<file path="src/rtl/ahbl_to_apb_pkg.sv">
// Shared AHB-Lite / APB bus encodings and the bridge state type.
package ahbl_to_apb_pkg;

  localparam logic [1:0] HTRANS_IDLE   = 2'b00;
  localparam logic [1:0] HTRANS_BUSY   = 2'b01;
  localparam logic [1:0] HTRANS_NONSEQ = 2'b10;
  localparam logic [1:0] HTRANS_SEQ    = 2'b11;

  localparam logic [2:0] HSIZE_WORD = 3'b010;

  localparam logic HRESP_OKAY  = 1'b0;
  localparam logic HRESP_ERROR = 1'b1;

  typedef enum logic [2:0] {
    ST_IDLE   = 3'd0,
    ST_WDATA  = 3'd1,
    ST_SETUP  = 3'd2,
    ST_ACCESS = 3'd3,
    ST_ERR1   = 3'd4,
    ST_ERR2   = 3'd5
  } bridge_state_t;

endpackage

</file>
<file path="src/rtl/ahbl_to_apb.sv">
// AHB-Lite slave to APB3 master bridge: one APB transfer per AHB transfer,
// AHB data phase stalled until APB completes, PSLVERR mapped to AHB ERROR.
module ahbl_to_apb
  import ahbl_to_apb_pkg::*;
#(
  parameter int W_HADDR = 32,
  parameter int W_PADDR = 16,
  parameter int W_DATA  = 32
) (
  input  logic               clk,
  input  logic               rst_n,

  input  logic               ahbls_hready,
  output logic               ahbls_hready_resp,
  output logic               ahbls_hresp,
  input  logic [W_HADDR-1:0] ahbls_haddr,
  input  logic               ahbls_hwrite,
  input  logic [1:0]         ahbls_htrans,
  input  logic [2:0]         ahbls_hsize,
  input  logic [2:0]         ahbls_hburst,
  input  logic [3:0]         ahbls_hprot,
  input  logic               ahbls_hmastlock,
  input  logic [W_DATA-1:0]  ahbls_hwdata,
  output logic [W_DATA-1:0]  ahbls_hrdata,

  output logic [W_PADDR-1:0] apbm_paddr,
  output logic               apbm_psel,
  output logic               apbm_penable,
  output logic               apbm_pwrite,
  output logic [W_DATA-1:0]  apbm_pwdata,
  input  logic               apbm_pready,
  input  logic [W_DATA-1:0]  apbm_prdata,
  input  logic               apbm_pslverr
);

  bridge_state_t state, state_nxt;
  logic          take;

  // Burst/protection/lock attributes carry no meaning for a single-beat bridge.
  logic unused_inputs;
  assign unused_inputs = ^{ahbls_hburst, ahbls_hprot, ahbls_hmastlock,
                           ahbls_haddr[W_HADDR-1:W_PADDR], ahbls_htrans[0]};

  // Only IDLE and ERR2 present hready_resp=1, so only they may take an address.
  assign take = ahbls_hready && ahbls_htrans[1] &&
                ((state == ST_IDLE) || (state == ST_ERR2));

  always_ff @(posedge clk) begin
    if (!rst_n) begin
      state <= ST_IDLE;
    end else begin
      state <= state_nxt;
    end
  end

  always_comb begin
    state_nxt         = state;
    ahbls_hready_resp = 1'b0;
    ahbls_hresp       = HRESP_OKAY;
    apbm_psel         = 1'b0;
    apbm_penable      = 1'b0;
    case (state)
      ST_IDLE, ST_ERR2: begin
        ahbls_hready_resp = 1'b1;
        if (state == ST_ERR2) ahbls_hresp = HRESP_ERROR;
        state_nxt = ST_IDLE;
        if (take) begin
          if (ahbls_hsize != HSIZE_WORD) state_nxt = ST_ERR1;
          else if (ahbls_hwrite)         state_nxt = ST_WDATA;
          else                           state_nxt = ST_SETUP;
        end
      end
      ST_WDATA: state_nxt = ST_SETUP;
      ST_SETUP: begin
        apbm_psel = 1'b1;
        state_nxt = ST_ACCESS;
      end
      ST_ACCESS: begin
        apbm_psel    = 1'b1;
        apbm_penable = 1'b1;
        if (apbm_pready) state_nxt = apbm_pslverr ? ST_ERR1 : ST_IDLE;
      end
      ST_ERR1: begin
        ahbls_hresp = HRESP_ERROR;
        state_nxt   = ST_ERR2;
      end
      default: state_nxt = ST_IDLE;
    endcase
  end

  // Address/data registers; reset clears them so a reset mid-transfer is clean.
  always_ff @(posedge clk) begin
    if (!rst_n) begin
      apbm_paddr   <= '0;
      apbm_pwrite  <= 1'b0;
      apbm_pwdata  <= '0;
      ahbls_hrdata <= '0;
    end else begin
      if (take) begin
        apbm_paddr  <= ahbls_haddr[W_PADDR-1:0];
        apbm_pwrite <= ahbls_hwrite;
      end
      if (state == ST_WDATA) apbm_pwdata <= ahbls_hwdata;
      if ((state == ST_ACCESS) && apbm_pready && !apbm_pslverr && !apbm_pwrite)
        ahbls_hrdata <= apbm_prdata;
    end
  end

endmodule

</file>
<file path="config.mk">
export PLATFORM = sky130hd
export DESIGN_NAME = ahbl_to_apb
export DESIGN_NICKNAME = d
export VERILOG_FILES = /design/src/rtl/ahbl_to_apb_pkg.sv /design/src/rtl/ahbl_to_apb.sv
export SDC_FILE = /design/constraint.sdc
export NUM_CORES = 1
export LEC_CHECK = 0
export ABC_AREA = 1
export BUFFER_PORTS_ARGS = -buffer_cell sky130_fd_sc_hd__buf_2
export CORE_MARGIN = 10
export CORE_UTILIZATION = 38
export DETAILED_ROUTE_END_ITERATION = 10
export GPL_TIMING_DRIVEN = 0
export PLACE_DENSITY_LB_ADDON = 0.12
export SLEW_MARGIN = 5
export SYNTH_ARGS = -nofsm -noshare
export SYNTH_HDL_FRONTEND = slang
export SYNTH_SLANG_ARGS = --single-unit
</file>
<file path="constraint.sdc">
create_clock -name clk -period 1.3 [get_ports clk]
set_clock_uncertainty 0.15 [all_clocks]
set_input_delay 0.065 -clock clk [delete_from_list [all_inputs] [get_ports clk]]
set_output_delay 0.065 -clock clk [all_outputs]
set_load 0.05 [all_outputs]
</file>
# Word level (Yosys, flattened, before mapping)
# Cells that the tools add are included.
[classes] n_mux=11 n_reduce_logical=11 n_eq_ne=7
[ops] operator="case mux 3 bit (5 select lines)" count=1
[ops] operator="2-to-1 mux 3 bit" count=4
[ops] operator="== test 3 x 2 -> 1 bit, second input constant" count=2
[ops] operator="== test 3 bit, second input constant" count=2
[ops] operator="logical AND 1 bit" count=5
[ops] operator="2-to-1 mux 1 bit" count=4
[ops] operator="OR reduction 2 bit" count=2
[ops] operator="== test 3 x 1 -> 1 bit, second input constant" count=1
[ops] operator="zero test 3 bit" count=1
[ops] operator="inequality test 3 x 2 -> 1 bit, second input constant" count=1
[ops] operator="zero test 1 bit" count=2
[ops] operator="2-to-1 mux 2 bit" count=1
[ops] operator="inequality test 2 bit, second input constant" count=1
[ops] operator="case mux 1 bit (2 select lines)" count=1
[ops] operator="logical OR 1 bit" count=1
[word_totals] output_inout_bits=85 reg_bits=84

# Logic depth before layout (Yosys ltp)
# Gate-level depths: netlist of the first run.
[depth] ltp_word=5 ltp_mapped=9

# Least setup slack after synthesis of the first run
# Ideal clock, no wire load.
[synth_timing] kind="reg-to-reg" from="register state[1]" to="register ahbls_hrdata[0]" setup_slack_ns=-0.423 arrival_time_ns=1.459 path_buffers=1 stages_incl_launch_ff=9 t_required_ns=1.036 setup_time_ns=0.114 path_cell_list="dfxtp_1 -> inv_2 -> nor2_4 -> nand2_1 -> clkinv_2 -> nand2_4 -> buf_2 -> o21ai_1 -> nor2_1"
[synth_between] elab_chain_len=4
[synth_lines] item="from (decl)" line="ahbl_to_apb.sv:36" text="bridge_state_t state, state_nxt;"
[synth_lines] item="from (signal assigned)" line="ahbl_to_apb.sv:52" text="state <= state_nxt;"
[synth_lines] item="== test 3 x 2 -> 1 bit" line="ahbl_to_apb.sv:104" text="if ((state == ST_ACCESS) && apbm_pready && !apbm_pslverr && !apbm_pwrite)"
[synth_lines] item="logical AND 1 bit (3 in series)" line="ahbl_to_apb.sv:104"
[synth_lines] item="to (signal assigned)" line="ahbl_to_apb.sv:105" text="ahbls_hrdata <= apbm_prdata;"
[synth_lines] item="to (decl)" line="ahbl_to_apb.sv:24" text="output logic [W_DATA-1:0] ahbls_hrdata,"
# No other way between the ends.
# A chain may end at the register's enable or synchronous reset.

# Worst setup path after layout of the first run
[layout_timing] from="register state[0]" to="register ahbls_hrdata[18]"
# Same word-level chain as after synthesis.

==> results.yml, run 1 <==
setup_path:
  end_kind: "flip-flop"
  cp.required_ns: 1.39
  cp_slowest_stage_delay_ns: 0.37
  slowest_stage: "dfxtp_4"
  worstPathMaxFanout: 8
  path_delay_family: "buffers and inverters"
  r2r-start: "state[0]"
  critPathBufInv: 4
  path_cells: "buf_4, nand2_4, clkinv_4, nand2_8, clkinv_8, clkbuf_16, nor2_2, nor2_1"
  arrival_ns: 1.54
  critPathLaunch: "state[0]"
  start_kind: "flip-flop"
  path_class: "reg2reg"
min_path:
  worst_hold_path_type: "in2reg"
  worstHoldStart: "apbm_pready"
floorplanning:
  io_pins: 200
  core_area_um2: 7850
  die_x_um: 111
  die_h_um: 111
  start_util: 0.397
  dieArea_um2: 12200
  row_count: 32
synth:
  synth_area_leaders: "dfxtp_1 (54%), nor2_1 (8.3%), a21oi_1 (8.0%), o21ai_0 (5.5%), inv_1 (5.2%)"
  netlist.area_leader.share: 0.540
  ys_seq_area_frac: 0.540
  ys_ff_latch: 84
  synth.largest_area_cell: "dfxtp_1"
  synth_fp_nets: 516
  netlist_area_um2: 3120
  yosys_warnings: 0
  syn_avg_cell_area_um2: 7.77
  synth_cell_type_count: 21
  syn-instance-count: 401
grt:
  grt-ovfl-total: 0
  antenna_found_initial: 0
  grt_max_degree: 14
  grt_pass1_vias: 3643
  track_usage: 0.175
  grt_pass1_wl_mm: 18.2
detailed_routing:
  wl_per_cell_um: 15.4
  finalWirelength_mm: 12.3
  drtIter0Drc: 139
  vias_per_cell: 4.68
  vias: 3730
  drt-pass1-iter-count: 4
  drc: 0
  antenna_left: 0
place:
  hpwl_mm: 7.73
  io_buffers: 174
  place.gp.congestion: 0.823
  placed_area_um2: 4160
cells_and_area:
  fill_cells: 578
  finish.instance_area_um2: 5940
  mostFrequentLayoutCells: "buf_2 (170), dlygate4sd3_1 (84), dfxtp_1 (80)"
  multi_input_area_um2: 1430
  syn2layout_area_growth_pct: 90.7
  mostFrequentLayoutCell: "buf_2"
  n_antenna_cell: 0
  seqCellArea_um2: 1700
  layout.nets: 805
  drive_gt1_frac: 0.426
power_and_ir_drop:
  power.total_mw: 7.11
  peakVddDrop_mv: 0.749
  p_leak_nw: 2.75
  cellPowerDensity_nw_per_um2: 1200
cts:
  cts_tree: "yes"
  cts_buffer_depth: 2
  cts-root-buf: "clkbuf_8"
  cts-buffers-inserted: 9
  clkLatencyLatePin_ns: 0.34
  cts.sinks: 84
  clkSlewWorstSetupHoldPaths_ns: 0.08
  cts_max_level: 3
sta:
  fin_crit_ns: 1.46
  setup_violations: 73
  rsz0062_at_grt: "true"
  maxSlewViolCount: 0
  fin_ws_ns: -0.157
  maxSlewHeadroom: 0.665
  min_period_over_period: 1.12
  worst_pin_slew_ns: 0.502
  hold_violations: 0
  fmax_mhz: 686
status:
  violations: "setup timing"
  status: "finished with violations"
flow_run:
  drv_cap: 0
==> worst register-to-register path, cell delays in order (launching register included) <==
cell,delay [ns]
dfxtp_4,0.37
buf_4,0.14
nand2_4,0.06
clkinv_4,0.08
nand2_8,0.15
clkinv_8,0.11
clkbuf_16,0.17
nor2_2,0.09
nor2_1,0.05
==> kinds of logic after synthesis <==
kind of cell / count (synthesis) / synth area share
AND/OR/NAND/NOR: 130 / 0.173
AO/OA/AOI/OAI: 114 / 0.183
flip-flops: 84 / 0.540
buffers and inverters: 73 / 0.104
==> sequential cells by signal (all words and copies together), names as in the netlist <==
| name | count |
|---|---|
| ahbls_hrdata | 32 |
| apbm_pwdata | 32 |
| state | 3 |
| apbm_pwrite | 1 |
| apbm_paddr | 16 |
==> what timing repair did <==
item | 4_1_cts | 5_1_grt
gates resized for setup | 48 | 114
buffers inserted | 3 | 9
hold buffers | 84 | 0
hold endpoints to repair | 83 | 0
cloned | 0 | 8
setup endpoints to repair | 83 | 86
pin swaps | 3 | 16
==> worst paths after layout <==
| kind | endpoint | slack (ns) | depth (start not counted) |
|---|---|---|---|
| setup reg to reg | ahbls_hrdata[18] | -0.16 | 8 |
| setup / recovery | ahbls_hrdata[18] | -0.16 | 8 |
| hold / removal | state[2] | 0.02 | 5 |
| hold reg to reg | apbm_pwdata[4] | 0.29 | 2 |
==> metrics by stage <==
step / cells / hold slack (ns) / utilization / setup TNS [ns] / setup WS [ns]
after floorplan: 401 / 0.0607 / - / -9.88 / -0.300
after detailed placement: 677 / 0.156 / 0.531 / -10.16 / -0.199
after CTS: 780 / 0.00821 / 0.682 / -3.90 / -0.164
after global routing: 797 / 0.0202 / 0.757 / -11.04 / -0.216
final: 797 / 0.0158 / 0.757 / -5.46 / -0.157
after global placement: 677 / 0.148 / 0.531 / -7.39 / -0.137
==> where the power goes <==
part           internal, mW  leakage [nW]  switching (mW)
sequential             2.75         0.684          0.0982
combinational         0.792          1.95            1.29
clock                  1.28         0.111           0.902
total                  4.82          2.75            2.29
==> synthesized netlist by cell type <==
cell type / number
clkbuf_1: 9
buf_2: 11
nand2_2: 1
nand2_4: 1
clkinv_1: 1
clkinv_2: 1
nand2_1: 31
nor2_4: 1
o21ai_0: 34
dfxtp_1: 84
inv_1: 43
o21ai_1: 30
a21oi_1: 50
buf_6: 4
inv_4: 1
buf_1: 1
inv_2: 1
nor3_1: 1
buf_4: 1
nor2_1: 69
nand3_1: 26
==> cell type report <==
class                   count  area share
flip-flops and latches     84       0.285
clock inverters             4      0.0164
plain buffers              26      0.0415
clock buffers              12      0.0227
well taps                 102      0.0215
repair buffers            278       0.339
multi-input cells         244       0.240
inverters                  47      0.0330
==> routing by layer <==
metal | GRT usage | vias up | part of all wire
met3 | 0.0627 | 22 | 0.067
met4 | 0.0682 | 0 | 0.021
met2 | 0.305 | 120 | 0.52
li1 | - | 1864 | -
met5 | 0 | - | 0
met1 | 0.189 | 1724 | 0.39
Note: power is estimated with default switching activity, not from simulation.
==> run 2: changes to the inputs <==
--- a/config.mk
+++ b/config.mk
@@ -8,7 +8,7 @@
 export ABC_AREA = 1
 export BUFFER_PORTS_ARGS = -buffer_cell sky130_fd_sc_hd__buf_2
 export CORE_MARGIN = 10
-export CORE_UTILIZATION = 38
+export CORE_UTILIZATION = 45
 export DETAILED_ROUTE_END_ITERATION = 10
 export GPL_TIMING_DRIVEN = 0
 export PLACE_DENSITY_LB_ADDON = 0.12
==> constraint.sdc (replaced) <==
create_clock -name clk -period 1.8 [get_ports clk]
set_clock_uncertainty 0.15 [all_clocks]
set_input_delay 0.09 -clock clk [delete_from_list [all_inputs] [get_ports clk]]
set_output_delay 0.09 -clock clk [all_outputs]
set_load 0.05 [all_outputs]
==> run 2 against run 1 <==
  * The run now ends clean
  * Critical path depth decreased by 4
  * Global-route usage grew 3.1 points
  * First-iteration DRC count decreased by 42%
  * Critical path type is now reg2out
==> results.yml, run 2 (synthesis results as in run 1) <==
setup_path:
  critPathBufInv: 2
  path_cells: "nand3_1, nand2_2, buf_4, buf_6"
  arrival_ns: 1.41
  path_class: "reg2out"
  end_kind: "output port"
  worstPathMaxFanout: 10
  cp_slowest_stage_delay_ns: 0.47
  rrSetupSlack_ns: 0.25
  start_kind: "flip-flop"
  cp.required_ns: 1.56
  slowest_stage: "dfxtp_1"
  path_delay_family: "flip-flops"
sta:
  min_period_over_period: 0.919
  fin_setup_tns_ns: 0
  fmax_mhz: 605
  worst_pin_slew_ns: 0.438
  setup_violations: 0
  maxSlewViolCount: 0
  fin_crit_ns: 1.65
  maxSlewHeadroom: 0.708
  hold_violations: 0
  rsz0062_at_grt: "false"
power_and_ir_drop:
  peakVddDrop_mv: 0.637
  p_leak_nw: 2.45
  cellPowerDensity_nw_per_um2: 910
detailed_routing:
  antenna_left: 0
  vias_per_cell: 4.71
  wl_per_cell_um: 14.7
  drt-pass1-iter-count: 4
  drc: 0
  vias: 3557
  drtIter0Drc: 81
  finalWirelength_mm: 11.1
cts:
  cts_setup_buffers: 0
  cts-buffers-inserted: 9
  cts_tree: "yes"
  cts.sinks: 84
  cts-root-buf: "clkbuf_8"
  cts_max_level: 3
  clkLatencyLatePin_ns: 0.34
  cts_buffer_depth: 2
  clkSlewWorstSetupHoldPaths_ns: 0.08
grt:
  grtUsageMet3: 0.0738
  use_met2: 0.360
  grt-ovfl-total: 0
  grt_pass1_vias: 3565
  antenna_found_initial: 1
  grt_max_degree: 14
  busiest_layer: "met2"
  grtUsageMet1: 0.222
  track_usage: 0.206
  grt_pass1_wl_mm: 17.4
cells_and_area:
  seqCellArea_um2: 1680
  syn2layout_area_growth_pct: 65.2
  multi_input_area_um2: 1110
  fill_cells: 516
  mostFrequentLayoutCell: "buf_2"
  mostFrequentLayoutCells: "buf_2 (183), dfxtp_1 (84), dlygate4sd3_1 (84)"
  top_regs: "ahbls_hrdata (32), apbm_pwdata (32), apbm_paddr (16)"
  drive_gt1_frac: 0.318
  finish.instance_area_um2: 5150
  layout.nets: 784
place:
  io_buffers: 174
  placed_area_um2: 4090
  hpwl_mm: 7.33
  place.gp.congestion: 0.763
flow_run:
  drv_cap: 0
floorplanning:
  core_area_um2: 6760
  die_x_um: 103
  die_h_um: 103
  dieArea_um2: 10700
  start_util: 0.461
  row_count: 30
  io_pins: 200
min_path:
  worst_hold_path_type: "in2reg"
status:
  status: "completed"
-- run 2: cell count changes in the layout (fill, tap and decap cells not counted), moves of 10 or more --
cell / delta
buf_8: -10
buf_2: +13
o21ai_1: -12
o21ai_0: +25
buf_4: -14
a21oi_2: -11
nor2_1: +32
o21ai_2: -13
nor2_2: -13
nor2_4: -19
a21oi_1: +11
-- run 2: report_power, final --
group          internal, mW  total (mW)  switching, mW  leakage (nW)
Clock                 0.714        1.37          0.655         0.102
Sequential             1.98        2.05         0.0679         0.681
Combinational         0.427        1.26          0.838          1.66
Total                  3.12        4.68           1.56          2.45
-- run 2: timing repair --
| action | in CTS | in global routing |
|---|---|---|
| setup endpoints to repair | 1 | 11 |
| endpoints found under the hold margin | 83 | 0 |
| hold buffers | 84 | 0 |
| resized for setup | 1 | 7 |
-- run 2: layer usage --
layer / wire length (um) / vias up
met5: 0 / -
met4: 152 / 0
met3: 978 / 15
met2: 5710 / 124
met1: 4290 / 1595
li1: - / 1823
-- run 2: cell type report --
type                    count  share of cell area
repair buffers            258               0.334
multi-input cells         244               0.217
diodes                      2            0.000972
well taps                  80              0.0194
clock inverters             4             0.00924
plain buffers              25              0.0282
flip-flops and latches     84               0.327
clock buffers              12              0.0301
inverters                  47              0.0350
-- run 2: path summary, 6_finish.rpt --
kind	start	endpoint	cells after the start
worst max-delay path	state[2]	ahbls_hready_resp	4
worst min-delay path	ahbls_hsize[1]	state[2]	4
worst max register to register	state[2]	apbm_pwdata[18]	6
worst min register to register	apbm_pwdata[22]	apbm_pwdata[22]	2
-- run 2: metrics by stage --
step	util	setup WS, ns	power (mW)	cells	hold slack (ns)
2_1_floorplan	-	0.0766	2.87	401	0.0888
3_3_place_gp	0.605	0.329	3.17	655	0.175
3_5_place_dp	0.605	0.286	3.18	655	0.180
4_1_cts	0.760	0.00868	4.67	755	0.0350
5_1_grt	0.761	0.0350	4.90	755	0.0703
6_report	0.762	0.146	4.68	756	0.0615
-- run 2: tightest hold or removal path, cell delays in order --
cell	delay (ns)
buf_2	0.08
nand3_1	0.15
nand3_1	0.13
a21oi_1	0.06
==> run 3: changes to the inputs <==
--- a/config.mk
+++ b/config.mk
@@ -10,7 +10,6 @@
 export CORE_MARGIN = 10
 export CORE_UTILIZATION = 45
 export DETAILED_ROUTE_END_ITERATION = 10
-export GPL_TIMING_DRIVEN = 0
 export PLACE_DENSITY_LB_ADDON = 0.12
 export SLEW_MARGIN = 5
 export SYNTH_ARGS = -nofsm -noshare
==> run 3 against run 2 <==
  * Setup slack lost 0.030 ns
  * Clock power shrank 4%
  * Wire length shrank 4.7%
  * Sequential power is essentially flat
  * Global-route usage shrank 1.7 points
  * Clock-buffer cell count is the same
  * Die area is the same
  * Register-to-register slack lost 0.07 ns
  * Critical path depth grew 3
  * Largest power group unchanged
  * Highest routed layer unchanged
==> results.yml, run 3 (synthesis results as in run 1) <==
status:
  status: "completed"
power_and_ir_drop:
  cellPowerDensity_nw_per_um2: 910
  p_leak_nw: 2.43
  peakVddDrop_mv: 0.538
  power.total_mw: 4.64
cts:
  cts-buffers-inserted: 9
  clkLatencyLatePin_ns: 0.33
  clkSlewWorstSetupHoldPaths_ns: 0.08
  cts_max_level: 3
  cts_buffer_depth: 2
  cts_tree: "yes"
  cts.sinks: 84
  cts-root-buf: "clkbuf_8"
  cts_setup_buffers: 0
grt:
  track_usage: 0.189
  grt_pass1_wl_mm: 16.0
  grt-ovfl-total: 0
  grt_pass1_vias: 3306
  antenna_found_initial: 0
  grt_max_degree: 45
floorplanning:
  die_x_um: 103
  die_h_um: 103
  core_area_um2: 6760
  io_pins: 200
  start_util: 0.461
  dieArea_um2: 10700
  row_count: 30
detailed_routing:
  drc: 0
  vias_per_cell: 4.70
  antenna_left: 0
  finalWirelength_mm: 10.6
  drt-pass1-iter-count: 4
  wl_per_cell_um: 14.4
  vias: 3462
  drtIter0Drc: 65
sta:
  worst_pin_slew_ns: 0.455
  hold_violations: 0
  min_period_over_period: 0.936
  fin_setup_tns_ns: 0
  fmax_mhz: 594
  maxSlewViolCount: 0
  rsz0062_at_grt: "false"
  setup_violations: 0
  fin_ws_ns: 0.116
  maxSlewHeadroom: 0.694
  fin_crit_ns: 1.68
setup_path:
  critPathLaunch: "apbm_pslverr"
  rrSetupSlack_ns: 0.18
  r2r-start: "state[1]"
  start_kind: "primary input"
  end_kind: "flip-flop"
  arrival_ns: 1.76
  cp-endpoint: "ahbls_hrdata[11]"
  cp.required_ns: 1.87
  reg2reg_depth: 8
  worstPathMaxFanout: 19
  timing.rr.end: "ahbls_hrdata[11]"
  path_class: "in2reg"
cells_and_area:
  top_regs: "ahbls_hrdata (32), apbm_pwdata (32), apbm_paddr (16)"
  mostFrequentLayoutCells: "buf_2 (173), dlygate4sd3_1 (84), dfxtp_1 (83)"
  drive_gt1_frac: 0.313
  syn2layout_area_growth_pct: 63.5
  layout.nets: 766
  mostFrequentLayoutCell: "buf_2"
place:
  place.gp.congestion: 0.761
  hpwl_mm: 6.72
  place_ws_ns: 0.211
  io_buffers: 174
min_path:
  worst_hold_path_type: "in2reg"
flow_run:
  drv_cap: 0
==> run 3: layer usage <==
metal,wire [um],global-route usage
met4,148,0.0791
met3,963,0.0651
met1,4010,0.200
met2,5490,0.335
met5,0,0
==> run 3: through the flow <==
stage | std cells | instance area (um2) | hold slack (ns) | utilization
after global routing | 736 | 5090 | 0.0717 | 0.754
after CTS | 736 | 5090 | 0.0237 | 0.753
final | 737 | 5100 | 0.0387 | 0.754
after floorplan | 401 | 3120 | 0.0888 | -
after detailed placement | 636 | 4050 | 0.178 | 0.599
after global placement | 636 | 4050 | 0.173 | 0.599
==> run 3: how the worst min path moves through the flow <==
stage	from	to	depth (start not counted)
finish	ahbls_hsize[1]	state[2]	4
global route	ahbls_hsize[1]	state[2]	4
floorplan	apbm_prdata[0]	ahbls_hrdata[0]	2
detailed placement	apbm_prdata[0]	ahbls_hrdata[0]	3
global placement	apbm_prdata[0]	ahbls_hrdata[0]	3
CTS	ahbls_hsize[1]	state[2]	4
==> run 3: layout make-up <==
cell class,count,area (um2)
Antenna cell,1,2.50
Clock buffer,12,145
Clock inverter,4,48.8
Fill cell,505,1660
Inverter,47,180
Multi-Input combinational cell,244,1120
Sequential cell,84,1680
Tap cell,80,100
Timing Repair Buffer,265,1820
==> run 3: timing repair <==
action,in CTS,in global routing
pin swaps,0,0
hold buffers,84,0
endpoints found under the setup margin,1,1
gates resized for setup,1,3
endpoints found under the hold margin,84,0
==> run 3: power breakdown <==
group	switching (mW)	leakage (nW)	internal [mW]
clock network	0.642	0.100	0.679
registers	0.0670	0.681	1.98
logic	0.829	1.65	0.437
==> run 3: critical path, stage by stage <==
cell           delay, ns
dlygate4sd3_1       0.55
buf_2               0.13
nor3_1              0.29
nand2_4             0.20
buf_12              0.20
o21ai_0             0.21
nor2_1              0.08
